File: config.mk
export PLATFORM = sky130hd
export DESIGN_NAME = player_move_fsm
export DESIGN_NICKNAME = d
export VERILOG_FILES = /design/src/rtl/maze_pkg.sv /design/src/rtl/move_target_calc.sv /design/src/rtl/player_move_fsm.sv
export SDC_FILE = /design/constraint.sdc
export NUM_CORES = 1
export LEC_CHECK = 0
export CORE_MARGIN = 5
export CORE_UTILIZATION = 49
export CTS_CLUSTER_SIZE = 10
export DETAILED_ROUTE_END_ITERATION = 8
export GPL_ROUTABILITY_DRIVEN = 0
export HOLD_SLACK_MARGIN = 0.12
export PLACE_DENSITY = 0.8
export SYNTH_ARGS = -nofsm -noshare
export SYNTH_HDL_FRONTEND = slang
export SYNTH_SLANG_ARGS = --single-unit
File: constraint.sdc
create_clock -name clock -period 4 [get_ports clock]
set_clock_uncertainty 0.05 [all_clocks]
set_input_delay 0.8 -clock clock [delete_from_list [all_inputs] [get_ports clock]]
set_output_delay 0.8 -clock clock [all_outputs]
set_load 0.02 [all_outputs]
File: src/rtl/maze_pkg.sv
// Shared definitions for the maze player datapath.
// Holds the default grid geometry, the coordinate and address widths, the
// player FSM state encoding, the direction codes and the key-priority helper.
package maze_pkg;

  localparam int GRID_W = 20;
  localparam int GRID_H = 15;
  localparam int X_W    = 5;
  localparam int Y_W    = 4;
  localparam int ADDR_W = 9;

  typedef enum logic [2:0] {
    INIT  = 3'd0,
    IDLE  = 3'd1,
    READ  = 3'd2,
    CHECK = 3'd3,
    ERASE = 3'd4,
    DRAW  = 3'd5
  } state_t;

  typedef enum logic [2:0] {
    DIR_NONE  = 3'd0,
    DIR_UP    = 3'd1,
    DIR_DOWN  = 3'd2,
    DIR_LEFT  = 3'd3,
    DIR_RIGHT = 3'd4
  } dir_t;

  // Resolve simultaneous key presses: up > down > left > right.
  function automatic dir_t pick_dir(input logic up, input logic down,
                                    input logic left, input logic right);
    dir_t d;
    d = DIR_NONE;
    if (up)         d = DIR_UP;
    else if (down)  d = DIR_DOWN;
    else if (left)  d = DIR_LEFT;
    else if (right) d = DIR_RIGHT;
    return d;
  endfunction

endpackage

File: src/rtl/move_target_calc.sv
// Combinational move target generator.
// Picks one direction from the key inputs, rejects moves that would leave the
// grid, and produces the target cell plus its wall-memory address.
// Ports:
//   cur_x, cur_y     current player position
//   key_*            synchronised direction keys, active high
//   move_ok          1 = a key is pressed and the target lies on the grid
//   tgt_x, tgt_y     target cell (equals current cell when move_ok=0)
//   tgt_addr         tgt_y*GRID_W + tgt_x
module move_target_calc
  import maze_pkg::*;
#(
  parameter int GRID_W = maze_pkg::GRID_W,
  parameter int GRID_H = maze_pkg::GRID_H
) (
  input  logic [X_W-1:0]    cur_x,
  input  logic [Y_W-1:0]    cur_y,
  input  logic              key_up,
  input  logic              key_down,
  input  logic              key_left,
  input  logic              key_right,
  output logic              move_ok,
  output logic [X_W-1:0]    tgt_x,
  output logic [Y_W-1:0]    tgt_y,
  output logic [ADDR_W-1:0] tgt_addr
);

  dir_t dir;

  assign dir = pick_dir(key_up, key_down, key_left, key_right);

  // Bounds are tested on the current cell before the +/-1, so the
  // arithmetic below can never wrap.
  always_comb begin
    move_ok = 1'b0;
    tgt_x   = cur_x;
    tgt_y   = cur_y;
    case (dir)
      DIR_UP: begin
        if (cur_y != '0) begin
          move_ok = 1'b1;
          tgt_y   = cur_y - 1'b1;
        end
      end
      DIR_DOWN: begin
        if (cur_y != Y_W'(GRID_H - 1)) begin
          move_ok = 1'b1;
          tgt_y   = cur_y + 1'b1;
        end
      end
      DIR_LEFT: begin
        if (cur_x != '0) begin
          move_ok = 1'b1;
          tgt_x   = cur_x - 1'b1;
        end
      end
      DIR_RIGHT: begin
        if (cur_x != X_W'(GRID_W - 1)) begin
          move_ok = 1'b1;
          tgt_x   = cur_x + 1'b1;
        end
      end
      default: begin
        move_ok = 1'b0;
      end
    endcase
  end

  assign tgt_addr = ADDR_W'(tgt_y) * ADDR_W'(GRID_W) + ADDR_W'(tgt_x);

endmodule

File: src/rtl/player_move_fsm.sv
// Player movement controller for the maze game.
// On every 8 Hz tick (rate_count == 0) while idle, samples the direction keys,
// looks the target cell up in the wall memory and, if it is open, moves the
// player by asking the plotter to erase the old cell and draw the new one.
// Ports:
//   clock, resetn                 system clock, synchronous active-low reset
//   rate_count                    rate-divider count, tick when zero
//   key_up/down/left/right        synchronised direction keys
//   wall_addr, wall_data          wall-memory read port (MEM_LAT latency)
//   draw_req/x/y/erase, draw_ack  plot request handshake
//   player_x, player_y            current player cell
//   at_goal                       sticky goal-reached flag
//   busy                          high whenever the FSM is not idle
module player_move_fsm
  import maze_pkg::*;
#(
  parameter int GRID_W  = maze_pkg::GRID_W,
  parameter int GRID_H  = maze_pkg::GRID_H,
  parameter int START_X = 0,
  parameter int START_Y = 0,
  parameter int GOAL_X  = 19,
  parameter int GOAL_Y  = 14,
  parameter int MEM_LAT = 2
) (
  input  logic              clock,
  input  logic              resetn,
  input  logic [22:0]       rate_count,
  input  logic              key_up,
  input  logic              key_down,
  input  logic              key_left,
  input  logic              key_right,
  output logic [ADDR_W-1:0] wall_addr,
  input  logic              wall_data,
  output logic              draw_req,
  output logic [X_W-1:0]    draw_x,
  output logic [Y_W-1:0]    draw_y,
  output logic              draw_erase,
  input  logic              draw_ack,
  output logic [X_W-1:0]    player_x,
  output logic [Y_W-1:0]    player_y,
  output logic              at_goal,
  output logic              busy
);

  localparam int CNT_W = (MEM_LAT > 1) ? $clog2(MEM_LAT) : 1;

  state_t             state;
  logic [CNT_W-1:0]   wait_cnt;
  logic [X_W-1:0]     tgt_x;
  logic [Y_W-1:0]     tgt_y;
  logic               tick;
  logic               calc_ok;
  logic [X_W-1:0]     calc_x;
  logic [Y_W-1:0]     calc_y;
  logic [ADDR_W-1:0]  calc_addr;

  assign tick = (rate_count == '0);
  assign busy = (state != IDLE);

  move_target_calc #(
    .GRID_W (GRID_W),
    .GRID_H (GRID_H)
  ) u_calc (
    .cur_x     (player_x),
    .cur_y     (player_y),
    .key_up    (key_up),
    .key_down  (key_down),
    .key_left  (key_left),
    .key_right (key_right),
    .move_ok   (calc_ok),
    .tgt_x     (calc_x),
    .tgt_y     (calc_y),
    .tgt_addr  (calc_addr)
  );

  always_ff @(posedge clock) begin
    if (!resetn) begin
      state      <= INIT;
      player_x   <= X_W'(START_X);
      player_y   <= Y_W'(START_Y);
      draw_req   <= 1'b0;
      draw_erase <= 1'b0;
      draw_x     <= '0;
      draw_y     <= '0;
      wall_addr  <= '0;
      at_goal    <= 1'b0;
    end else begin
      case (state)
        // Reset leaves draw_req low; raise the initial player draw one
        // cycle later so an ack held over from before reset is ignored.
        INIT: begin
          if (!draw_req) begin
            draw_req   <= 1'b1;
            draw_erase <= 1'b0;
            draw_x     <= X_W'(START_X);
            draw_y     <= Y_W'(START_Y);
          end else if (draw_ack) begin
            draw_req <= 1'b0;
            state    <= IDLE;
          end
        end

        IDLE: begin
          if (tick && !at_goal && calc_ok) begin
            tgt_x     <= calc_x;
            tgt_y     <= calc_y;
            wall_addr <= calc_addr;
            wait_cnt  <= CNT_W'(MEM_LAT - 1);
            state     <= READ;
          end
        end

        READ: begin
          if (wait_cnt == '0) state <= CHECK;
          else                wait_cnt <= wait_cnt - 1'b1;
        end

        CHECK: begin
          if (wall_data) begin
            state <= IDLE;
          end else begin
            draw_req   <= 1'b1;
            draw_erase <= 1'b1;
            draw_x     <= player_x;
            draw_y     <= player_y;
            state      <= ERASE;
          end
        end

        // draw_req stays high across the ERASE->DRAW hand-over.
        ERASE: begin
          if (draw_ack) begin
            player_x   <= tgt_x;
            player_y   <= tgt_y;
            draw_x     <= tgt_x;
            draw_y     <= tgt_y;
            draw_erase <= 1'b0;
            state      <= DRAW;
          end
        end

        DRAW: begin
          if (draw_ack) begin
            draw_req <= 1'b0;
            if (tgt_x == X_W'(GOAL_X) && tgt_y == Y_W'(GOAL_Y)) at_goal <= 1'b1;
            state <= IDLE;
          end
        end

        default: begin
          state <= INIT;
        end
      endcase
    end
  end

endmodule

==> summary.md, run 1 <==
| Metric | Value |
|---|---|
| Status | completed |
| Total die area | 0.00660 mm2 |
| Largest net degree at the start of global routing | 36 |
| CP max FO | 3 |
| Residual DRC count | 0 |
| Via-to-Cell Ratio | 5.62 |
| CTS tree | yes |
| Clk sinks | 43 |
| Dominant delay contributor by cell family on the critical path | adder cells |
| Fin util | 68.0% |
| Vias in the first global route | 2259 |
| Gate power share | 10.6% |
| Layout overhead on the synthesized area | 37.1% |
| Total of max-cap violations | 0 |
| Synthesized flop and latch total | 43 |
| Initial antenna violation count | 0 |
| Worst Path Buf+Inv | 3 |
| WS Path Type | in -> reg |
| Synth top area share | 26.6% |
| CP max-delay cell | clkdlybuf4s50_1 |
| Core ar. | 0.00501 mm2 |
| Mapped cell area | 0.00248 mm2 |
| Layout cells sized above 1 | 9.32% |
| Hold Path Class | reg -> reg |
| Htree depth | 2 |
| Crit-path cells | clkdlybuf4s50_1 > or4b_1 > o211a_1 > a21oi_1 > o21ai_1 > ha_1 > ha_1 > inv_1 > fa_1 > buf_4 > nor2_1 > mux2i_1 > nand2_1 > a31oi_1 |
| Place WS | -41.0 ps |
| Leading area contributor after synthesis | dfxtp_1 |
| Most frequent cell after synthesis | dfxtp_1 |
| Crit path largest cell delay | 530 ps |
| Total gr overflow | 0 |
| Arr. time, crit path | 3950 ps |
| Total GRT Usage | 20.7% |
| # fillers | 418 |
| First-pass GRT wire length | 10700 um |
| Die height | 81.2 um |
| WP data required | 4170 ps |
| Flop-to-flop setup slack | 650 ps |
| Post-synth ARST share | 0% |
| DR iter-0 viols | 140 |
| Final number of max-transition violations | 0 |
| Clk network pwr share | 40.6% |
| Measured slew at the worst slew-check pin | 911 ps |
| Drt pass-1 iters | 8 |
| Top post-synthesis cells by count | dfxtp_1, nand2_1, nor2_1, nor2b_1, inv_1 |
| Sw Pwr | 0.000195 W |
| Vias | 2384 |
| Starting Density | 49.6% |
| IO Count | 62 |
| Leakage | 1.22 nW |
| Distinct cell type count after synthesis | 50 |
| Wire length per cell | 15.4 um |
| Internal power | 0.000725 W |
| Setup TNS | 0 ps |
| Post-route antenna net violation count | 0 |
| Net Sw Frac | 21.2% |
| EDFF count, synth | 10 |
| Root Driver | clkbuf_8 |
| Number of buffers created by CTS | 5 |
| CP endpoint kind | flip-flop |
| Setup crit start kind | input port |
| I/O Buffers | 61 |
| Worst vdd ir | 0.183 mV |
| Slew headroom | 39.3% |
| Postcts setup bufs | 0 |
| Fin. Hold Viols | 0 |
| Post-DP HPWL | 4870 um |
| Top_reg_cell synth | dfxtp_1 |
| Final wirelength | 6520 um |
| Post-Syn Instances | 278 |
| CTS Buffer Depth | 2 |
| Top cells by area, synth | dfxtp_1, edfxtp_1, ha_1 |
| Synth Net Count | 323 |
| Setup slack after layout | 224 ps |
| Final Critical Period | 3780 ps |
| Post-cts sizing count | 0 |
| Sequential Power Share | 48.8% |
| Final Net Count | 398 |
| Chip width | 81.2 um |
| PwrDens | 270 mW/mm2 |
| Clk pin slew, worst setup/hold paths | 80 ps |
| Yosys warns | 0 |
| Hold-fix buffers, CTS | 0 |
| Crit path top cell by count | ha_1 |
| FMAX | 265 MHz |
| Clock Latency Late Sink | 290 ps |
| Diodes inserted | 0 |
| Syn Area/Cell | 8.94 um2 |
| Rows | 26 |
| Register area share after synthesis | 38.7% |
| RSZ-0062 raised after global routing | false |
| Tcrit/Tclk final | 94.4% |
| Final setup vio count | 0 |
[metal layers]
metal,wire [um],up-vias,GRT usage (%)
met5,0,-,0
met4,125,0,6.25
met3,626,12,5.54
met2,3070,107,34.9
met1,2700,1113,25.9
li1,-,1152,-
[final timing paths]
kind                                   start      endpoint  cells past startpoint
worst min register to register  wall_addr[7]  wall_addr[7]                      2
worst max-delay path                  key_up  wall_addr[8]                     14
worst min-delay path            wall_addr[7]  wall_addr[7]                      2
worst max register to register   player_y[0]  wall_addr[8]                     15
[worst min-delay path: stages (launching register included)]
cell     delay [ps]
dfxtp_1         320
nand2_1          50
o22ai_1          60
[state kept, by name, summed over array words and instances (netlist names)]
| name | count |
|---|---|
| wait_cnt | 1 |
| tgt_y | 4 |
| at_goal | 1 |
| player_x | 5 |
| tgt_x | 5 |
| player_y | 4 |
| state | 3 |
| wall_addr | 9 |
| draw_erase | 1 |
| draw_req | 1 |
| draw_x | 5 |
| draw_y | 4 |
[cell usage in the layout, fill, tap and decap left out, types with 2 or more instances in the layout]
| cell | netlist | routed |
|---|---|---|
| xor2_1 | 2 | 2 |
| and3_1 | 2 | 2 |
| edfxtp_1 | 10 | 10 |
| nand3_1 | 7 | 7 |
| buf_4 | 0 | 21 |
| nor2_1 | 19 | 19 |
| clkbuf_8 | 0 | 5 |
| inv_1 | 16 | 16 |
| or4b_1 | 2 | 2 |
| nor3_1 | 4 | 4 |
| o211a_1 | 2 | 2 |
| mux2i_1 | 10 | 10 |
| o211ai_1 | 3 | 3 |
| a21oi_1 | 9 | 9 |
| dfxtp_1 | 33 | 33 |
| o21a_1 | 2 | 2 |
| nor4_1 | 8 | 8 |
| a222oi_1 | 9 | 9 |
| nand2b_1 | 3 | 3 |
| a21boi_0 | 11 | 11 |
| nand2_1 | 32 | 32 |
| xnor2_1 | 6 | 6 |
| clkdlybuf4s50_1 | 0 | 61 |
| nand4_1 | 2 | 2 |
| fa_1 | 2 | 2 |
| o21ai_1 | 2 | 2 |
| nor3b_1 | 2 | 2 |
| o22ai_1 | 2 | 2 |
| a31oi_1 | 2 | 2 |
| and2_1 | 3 | 3 |
| ha_1 | 12 | 12 |
| o21ai_0 | 13 | 13 |
| nor2b_1 | 18 | 18 |
[kinds of logic (layout without fill, tap and decap cells)]
group | after synthesis | in the layout | share of synthesized area, %
buffers and inverters | 30 | 106 | 4.88
adders and majority gates | 14 | 14 | 7.65
and+or+nand+nor | 107 | 107 | 22.4
AOI/OAI and AO/OA | 66 | 66 | 19.5
muxes | 10 | 10 | 4.03
DFF | 43 | 43 | 38.7
xor gates and xnor gates | 8 | 8 | 2.82
[stage by stage]
step	cell area, um2	std cells	power (W)	hold WS, ps
finish	3410	424	0.000920	423
global route	3410	424	0.000956	446
CTS	3410	424	0.000926	424
detailed placement	3280	416	0.000556	412
global placement	3280	416	0.000554	410
floorplan	2480	278	0.000500	484
[power groups by stage]
stage	Sequential (W)	Combinational [W]	Clock, W
floorplan	0.000458	0.0000420	0
global placement	0.000459	0.0000950	0
detailed placement	0.000459	0.0000971	0
CTS	0.000449	0.0000973	0.000380
global route	0.000450	0.000106	0.000401
finish	0.000449	0.0000977	0.000373
[area by class of cell]
| class | instances | area [um2] | share of cell area [%] |
|---|---|---|---|
| inverters | 16 | 60.1 | 1.76 |
| repair buffers | 82 | 768 | 22.5 |
| clock inverters | 1 | 30.0 | 0.881 |
| multi-input cells | 205 | 1400 | 41.2 |
| well taps | 70 | 87.6 | 2.57 |
| clock buffers | 7 | 97.6 | 2.86 |
| flip-flops and latches | 43 | 961 | 28.2 |
Power figures use the tool's default switching activity.
==> run 2, diff against run 1 <==
--- a/config.mk
+++ b/config.mk
@@ -7,6 +7,7 @@
 export LEC_CHECK = 0
 export CORE_MARGIN = 5
 export CORE_UTILIZATION = 49
+export CTS_CLUSTER_DIAMETER = 120
 export CTS_CLUSTER_SIZE = 10
 export DETAILED_ROUTE_END_ITERATION = 8
 export GPL_ROUTABILITY_DRIVEN = 0
==> results of run 2 <==
Final layout, timing and power as in run 1 (identical DEF).
